File: src/rtl/clause_sampler.sv
// clause_sampler: drains unsatisfied clauses from the FIFO tree into a local buffer,
// then picks one uniformly at random (LFSR + serial modulo) for the variable-flip stage.
module clause_sampler #(
   parameter int          CLAUSE_WIDTH = 9,
   parameter int          BUF_DEPTH    = 64,
   parameter int          DRAIN_IDLE   = 4,
   parameter logic [15:0] SEED         = 16'hACE1
) (
   input  logic                    clk,
   input  logic                    reset,
   input  logic                    start,
   input  logic                    fifo_empty,
   input  logic                    fifo_OF,
   input  logic [CLAUSE_WIDTH-1:0] fifo_clause,
   output logic                    fifo_rden,
   output logic                    fifo_cOF,
   output logic [CLAUSE_WIDTH-1:0] sel_clause,
   output logic                    sel_valid,
   input  logic                    sel_ack,
   output logic                    none,
   output logic                    lost,
   output logic                    busy
);

   localparam int              IDX_W      = $clog2(BUF_DEPTH);
   localparam int              IC_W       = $clog2(DRAIN_IDLE + 1);
   localparam logic [15:0]     LFSR_MASK  = 16'hB400;
   localparam logic [IDX_W:0]  FULL_N     = (IDX_W+1)'(BUF_DEPTH);
   localparam logic [IDX_W:0]  ONE_N      = (IDX_W+1)'(1);
   localparam logic [IC_W-1:0] IDLE_LIMIT = IC_W'(DRAIN_IDLE);
   localparam logic [IC_W-1:0] ONE_IC     = IC_W'(1);

   typedef enum logic [2:0] {IDLE, DRAIN, PICK, FETCH, RESULT} state_e;

   state_e                  state_q, state_d;
   logic [15:0]             lfsr_q, lfsr_d;
   logic [IDX_W:0]          count_q, count_d;
   logic [IC_W-1:0]         idleCnt_q, idleCnt_d;
   logic                    lost_q, lost_d;
   logic                    ofSeen_q, ofSeen_d;
   logic                    rdPend_q, rdPend_d;
   logic                    cof_q, cof_d;
   logic [15:0]             r_q, r_d;
   logic [15:0]             rem_q, rem_d;
   logic [3:0]              bit_q, bit_d;
   logic [CLAUSE_WIDTH-1:0] sel_q, sel_d;
   logic                    wrEn;
   logic [IDX_W-1:0]        wrAddr;
   logic [16:0]             remShift;
   logic [16:0]             remDiff;
   logic [CLAUSE_WIDTH-1:0] clauseBuf_q [BUF_DEPTH];

   // One restoring-division step; bit 16 of the difference is the borrow.
   assign remShift = {rem_q, r_q[bit_q]};
   assign remDiff  = remShift - {{(16-IDX_W){1'b0}}, count_q};

   always_comb begin
      state_d   = state_q;
      lfsr_d    = {1'b0, lfsr_q[15:1]} ^ (lfsr_q[0] ? LFSR_MASK : 16'h0000);
      count_d   = count_q;
      idleCnt_d = idleCnt_q;
      lost_d    = lost_q;
      ofSeen_d  = ofSeen_q;
      rdPend_d  = 1'b0;
      cof_d     = 1'b0;
      r_d       = r_q;
      rem_d     = rem_q;
      bit_d     = bit_q;
      sel_d     = sel_q;
      wrEn      = 1'b0;
      wrAddr    = count_q[IDX_W-1:0];
      fifo_rden = 1'b0;
      case (state_q)
         IDLE: begin
            if (start) begin
               state_d   = DRAIN;
               count_d   = '0;
               idleCnt_d = '0;
               lost_d    = 1'b0;
               ofSeen_d  = 1'b0;
            end
         end
         DRAIN: begin
            fifo_rden = !fifo_empty;
            rdPend_d  = !fifo_empty;
            if (rdPend_q) begin
               if (count_q < FULL_N) begin
                  wrEn    = 1'b1;
                  count_d = count_q + ONE_N;
               end else begin
                  lost_d = 1'b1;
               end
            end
            if (fifo_OF) begin
               ofSeen_d = 1'b1;
               lost_d   = 1'b1;
            end
            // A read issued this cycle keeps the count at zero; DRAIN_IDLE >= 2
            // guarantees the last capture lands before the drain ends.
            if (fifo_empty) idleCnt_d = idleCnt_q + ONE_IC;
            else            idleCnt_d = '0;
            if (idleCnt_q == IDLE_LIMIT) begin
               if (count_q == '0) begin
                  state_d = RESULT;
                  cof_d   = ofSeen_d;
               end else begin
                  state_d = PICK;
                  r_d     = lfsr_q;
                  rem_d   = '0;
                  bit_d   = 4'd15;
               end
            end
         end
         PICK: begin
            rem_d = remDiff[16] ? remShift[15:0] : remDiff[15:0];
            bit_d = bit_q - 4'd1;
            if (bit_q == 4'd0) state_d = FETCH;
         end
         FETCH: begin
            sel_d   = clauseBuf_q[rem_q[IDX_W-1:0]];
            state_d = RESULT;
            cof_d   = ofSeen_q;
         end
         RESULT: begin
            if (sel_ack) state_d = IDLE;
         end
         default: state_d = IDLE;
      endcase
   end

   always_ff @(posedge clk) begin
      if (!reset) begin
         state_q   <= IDLE;
         lfsr_q    <= SEED;
         count_q   <= '0;
         idleCnt_q <= '0;
         lost_q    <= 1'b0;
         ofSeen_q  <= 1'b0;
         rdPend_q  <= 1'b0;
         cof_q     <= 1'b0;
         r_q       <= '0;
         rem_q     <= '0;
         bit_q     <= '0;
         sel_q     <= '0;
      end else begin
         state_q   <= state_d;
         lfsr_q    <= lfsr_d;
         count_q   <= count_d;
         idleCnt_q <= idleCnt_d;
         lost_q    <= lost_d;
         ofSeen_q  <= ofSeen_d;
         rdPend_q  <= rdPend_d;
         cof_q     <= cof_d;
         r_q       <= r_d;
         rem_q     <= rem_d;
         bit_q     <= bit_d;
         sel_q     <= sel_d;
      end
   end

   always_ff @(posedge clk) begin
      if (wrEn) clauseBuf_q[wrAddr] <= fifo_clause;
   end

   assign fifo_cOF   = cof_q;
   assign sel_clause = sel_q;
   assign sel_valid  = (state_q == RESULT);
   assign none       = sel_valid && (count_q == '0);
   assign lost       = sel_valid && lost_q;
   assign busy       = (state_q != IDLE);

endmodule
File: config.mk
export PLATFORM = sky130hd
export DESIGN_NAME = clause_sampler
export DESIGN_NICKNAME = d
export VERILOG_FILES = /design/src/rtl/clause_sampler.sv
export SDC_FILE = /design/constraint.sdc
export NUM_CORES = 1
export LEC_CHECK = 0
export ABC_AREA = 1
export BUFFER_PORTS_ARGS = -buffer_cell sky130_fd_sc_hd__clkbuf_2
export CAP_MARGIN = 20
export CORE_MARGIN = 10
export CORE_UTILIZATION = 59
export CTS_BUF_LIST = sky130_fd_sc_hd__clkbuf_8
export DETAILED_ROUTE_END_ITERATION = 8
export GPL_ROUTABILITY_DRIVEN = 0
export HOLD_SLACK_MARGIN = 0.12
export PLACE_DENSITY_LB_ADDON = 0.12
export SETUP_SLACK_MARGIN = 0.1
export SYNTH_ARGS = -nofsm -noshare
export SYNTH_HDL_FRONTEND = slang
export SYNTH_SLANG_ARGS = --single-unit
File: constraint.sdc
create_clock -name clk -period 2.7 [get_ports clk]
set_input_delay 0.81 -clock clk [delete_from_list [all_inputs] [get_ports clk]]
set_output_delay 0.81 -clock clk [all_outputs]
set_load 0.03 [all_outputs]
* After elaboration in Yosys (flattened, before gate mapping)
Memory sizes are Yosys's and may differ from the RTL's. A register that Yosys moved wholly into a read port is not among the register bits.
Cells that the tools add are included.
** Storage, ports and cells
- Register bits after elaboration :: 69
- Memory bits (writable) :: 576
- Input port bits :: 15
- Logic and storage cells :: 89
- Memories :: 1
** Memory list
- clauseBuf_q :: words 64, width 9, read ports 1, clocked after Yosys merged registers in 1, wr ports 1, RTL line 51 : logic [CLAUSE_WIDTH-1:0] clauseBuf_q [BUF_DEPTH];
** Operators by class
- $add $sub $neg :: 4
- Order comparisons :: 2
- Eq/ne operators :: 14
- Muxes and demuxes :: 39
- Bitwise operators :: 2
- Reductions and logical operators :: 16
** Operators with widths (number)
- two-way mux 16 bit :: 4
- case mux 16 bit (2 select lines) :: 1
- two-way mux 3 bit :: 7
- two-way mux 7 bit :: 3
- subtractor 17 x 7 -> 17 bit :: 1
- XOR 15 x 16 -> 16 bit :: 1
- case mux 3 bit (5 select lines) :: 1
- two-way mux 1 bit :: 14
- case mux 7 bit (2 select lines) :: 1
- != test 2 bit (second input constant) :: 6
- AND reduction 4 bit :: 3
- two-way mux 4 bit :: 2
- case mux 4 bit (2 select lines) :: 1
- adder 7 x 1 -> 7 bit (second input constant) :: 1
- zero test 7 bit :: 1
- < comparator 7 bit (second input constant) :: 1
- equality test 3 x 2 -> 1 bit (second input constant) :: 2
- equality test 3 bit (second input constant) :: 2
- != test 3 bit (second input constant) :: 2
- case mux 1 bit (2 select lines) :: 3
- case mux 3 bit (2 select lines) :: 1
- AND reduction 3 bit :: 2
- < comparator 4 x 5 -> 1 bit (second input constant) :: 1
- binary-select mux 1 bit (select 4 bit) :: 1
- other kinds (12) :: 15

* Longest topological paths before layout
- Depth in word-level cells :: 6
- Mapped depth :: 21
- Mapped depth without buffers :: 19

* Worst setup path before layout
No wires, ideal clock.
- Path kind :: register to register
- Start point :: register bit_q[0]
- End point :: register rem_q[11]
- Arrival time :: 2.445 ns
- Data required time :: 2.630 ns
- Setup slack :: 0.185 ns
- Cell stages (with the launch flop) :: 21
- Path buffers :: 3
- Clock period less this slack :: 2.515 ns
- Cells stage by stage :: dfxtp_1 buf_2 buf_2 o21ai_0 nand3_1 nand3_1 nand2_1 ha_1 fa_1 inv_1 nand3_1 nand2_1 nand2_2 nand3_1 nand2_1 nand2_1 buf_4 nand2_1 nand2_1 nand2_1 a21oi_1
** Between the ends
- Longest elaborated chain between the ends :: 5
** RTL lines
- start: declaration :: RTL line 45 : logic [3:0] bit_q, bit_d;
- start signal: assignment :: RTL line 156 : bit_q <= bit_d;
- binary-select mux 1 bit (select 4 bit) :: RTL line 54 : assign remShift = {rem_q, r_q[bit_q]};
- two-way mux 1 bit (implied by the code) :: RTL line 54
- subtractor 17 x 7 -> 17 bit :: RTL line 55 : assign remDiff = remShift - {{(16-IDX_W){1'b0}}, count_q};
- two-way mux 16 bit :: RTL line 115 : rem_d = remDiff[16] ? remShift[15:0] : remDiff[15:0];
- case mux 16 bit (2 select lines) :: RTL line 73 : case (state_q)
- end signal: assignment :: RTL line 155 : rem_q <= rem_d;
- end: declaration :: RTL line 44 : logic [15:0] rem_q, rem_d;
Every way passes these cells. The select of a mux whose other input is x is not followed.
A chain may end at the register's enable or synchronous reset.

* Worst setup path after layout
- Start point :: register bit_q[0]
- End point :: register rem_q[2]
The elaborated chain is that of the path after synthesis.

==> reports/metrics.yaml <==
logic_synthesis:
  synth_common_cells: "nand2_1 (814), edfxtp_1 (576), nand3_1 (576)"
  synth_top_cell_area_share: 0.633
  ys_seq_elements: 654
  ys_types: 36
  synth_seq_area_share: 0.690
  yosysMostFrequentCell: "nand2_1"
  synth_nets: 2577
  ys_warn_count: 0
  ys_top_cells_by_area: "edfxtp_1 (63%), nand2_1 (11%), nand3_1 (11%), dfxtp_1 (5.7%), nor2_1 (1.6%)"
  synth_edf_count: 576
  netlist_instances: 2549
  syn_area_sq_mm: 0.0273
  yosysTopAreaCell: "edfxtp_1"
  synth_area_per_cell_sq_um: 10.7
  async_flop_share: 0
  synthFlopType: "edfxtp_1"
cells_and_area:
  drive_gt1_frac: 0.129
  multi_input_area_sq_mm: 0.00748
  fill_cells: 3391
  antenna-diode-count: 0
  nets: 2699
  design_area_sq_mm: 0.0308
  final_core_util: 0.676
  regArea_sq_mm: 0.0189
  area_growth_pct: 12.7
die:
  initial_core_util: 0.600
  io_pins: 30
  fp-row-count: 78
  die_area_sq_mm: 0.0553
  die_x_um: 235
  die_height_um: 235
  coreArea_sq_mm: 0.0456
clock_network:
  htreeDepth: 3
  cts-root-buf: "clkbuf_8"
  clock-sinks: 654
  clk_latency_ps: 720
  cts_max_path_buffers: 3
  clk_pin_slew_ps: 60
  numCtsBuffers: 104
  hold_buffers: 0
  tritoncts: "built"
drt:
  wl_um: 68300
  wl_per_cell_um: 20.4
  dr.pass1.iters: 6
  vias: 19300
  drc_errors: 0
  antenna_left: 0
  via_per_inst: 5.75
  dr.first_iter.drc_count: 2205
global_route:
  grt_usage: 0.239
  grt_pass1_wl_um: 105000
  gr-total-overflow: 0
  grt_max_degree: 128
  grt_pass1_vias: 18700
  antenna_found_initial: 1
worst_setup_path:
  cp.required_ps: 3310
  end_kind: "flop"
  path_class: "flop to flop"
  crit_slowest_cell: "fa_2"
  path_cells: "buf_6 -> a21oi_1 -> o21ai_2 -> nand3_1 -> nand3_2 -> nand2_4 -> ha_4 -> fa_2 -> inv_2 -> nand3_2 -> nand2_2 -> nand2_4 -> nand4_1 -> nand2_4 -> buf_16 -> o21ai_1 -> nand3_1 -> a21oi_1"
  crit_fanout: 10
  start_kind: "flop"
  critPathMaxStageDelay_ps: 390
  critPathArrivalTime_ps: 3230
  cp_common_cell: "nand2_4"
pwr:
  power_density_mw_per_mm2: 675
  power.leakage_uw: 0.0115
  vdd_drop_max_uv: 516
timing:
  setup_viol: 0
  worst_pin_slew_ps: 772
  worst_slack_ps: 81.8
  setup_tns_ps: 0
  rsz0062_at_grt: "yes"
  finalCritPeriodShare: 0.970
  timing.slew.headroom: 0.486
  clock_skew_ps: 41.7
  drv_slew: 0
  period_needed_ps: 2620
  fmax_mhz: 382
  hold_viol_final: 0
outcome:
  status: "finished, final reports clean"
placed_design:
  dp_hpwl_um: 40400
  placed_area_sq_mm: 0.0286
  numPortBuffers: 29
  place_ws_ps: -84.6
run:
  max_cap_viol_count: 0
worst_hold_path:
  hold_class: "input port to flop"
-- power breakdown --
part | leakage (uW) | switching [uW] | total [uW] | internal [uW]
clock network | 0.00111 | 3820 | 7740 | 3920
registers | 0.00582 | 42.5 | 11100 | 11100
logic | 0.00462 | 1210 | 1960 | 750
-- cell families (layout without fill, tap and decap cells) --
logic type / after synthesis / in the layout / synth area share
compound gates: 89 / 89 / 0.0173
xor+xnor: 10 / 10 / 0.00320
fa+ha+maj: 13 / 13 / 0.00622
buf+inv: 243 / 446 / 0.0426
flops: 654 / 654 / 0.690
simple gates: 1540 / 1540 / 0.241
-- what timing repair did --
item / CTS / global route
setup buffers: 7 / 5
hold endpoints to repair: 0 / 0
endpoints found under the setup margin: 17 / 17
pin swaps: 8 / 16
resized for setup: 29 / 40
gates cloned: 1 / 2
-- final cells by class --
class,instances,area share
clock buffer,109,0.0487
multi-input combinational,1652,0.243
timing repair buffer,158,0.0455
sequential,654,0.613
inverter,101,0.0127
tap,600,0.0244
clock inverter,78,0.0126
-- stage by stage --
step,total power [uW],hold slack (ps),instances
2_1_floorplan,12300,404,2549
3_3_place_gp,12800,411,3151
5_1_grt,21500,306,3352
6_report,20800,345,3352
4_1_cts,20700,280,3346
3_5_place_dp,12900,420,3151
-- critical path: cells and delay by family (launching register included) --
kind	cells	cell delay, ps
simple gates	9	850
flops	1	380
buf+inv	3	350
fa+ha+maj	2	560
compound gates	4	380
-- path summary, 6_finish.rpt --
| path | slack [ps] | start | endpoint | cells after the start |
|---|---|---|---|---|
| max | 80 | bit_q[0]$_SDFFE_PN0P_ | rem_q[2]$_SDFFE_PN0P_ | 18 |
| min | 340 | fifo_empty | rdPend_q$_SDFF_PN0_ | 2 |
| max reg2reg | 80 | bit_q[0]$_SDFFE_PN0P_ | rem_q[2]$_SDFFE_PN0P_ | 18 |
| min reg2reg | 420 | lfsr_q[4]$_SDFF_PN0_ | lfsr_q[3]$_SDFF_PN0_ | 2 |
-- registers in the layout, summed over array words and instances (netlist names) --
name and count:
rdPend_q 1, bit_q 4, state_q 3, r_q 16
clauseBuf_q 576, ofSeen_q 1, fifo_cOF 1, count_q 7
lost_q 1, lfsr_q 16, idleCnt_q 3, sel_clause 9
rem_q 16
-- layout by cell type (no fill, tap or decap), types with 5 or more instances in the layout --
master / count
a21oi_1: 50
a21oi_2: 10
buf_12: 18
buf_4: 105
clkbuf_2: 28
clkbuf_8: 110
clkinv_1: 24
clkinv_2: 13
dfxtp_1: 68
dfxtp_4: 6
edfxtp_1: 576
ha_1: 11
inv_1: 122
inv_2: 11
nand2_1: 808
nand2_2: 6
nand3_1: 570
nand3_2: 6
nand4_1: 8
nor2_1: 114
nor3_1: 10
o21ai_0: 14
or2_2: 5
xor2_1: 5
-- layer usage --
metal	up-vias	part of all wire	GRT usage
met5	-	0.00019	0
li1	9053	-	-
met1	9221	0.42	0.325
met2	836	0.47	0.376
met3	152	0.081	0.0466
met4	2	0.034	0.0922
Note: power is estimated with default switching activity, not from simulation.
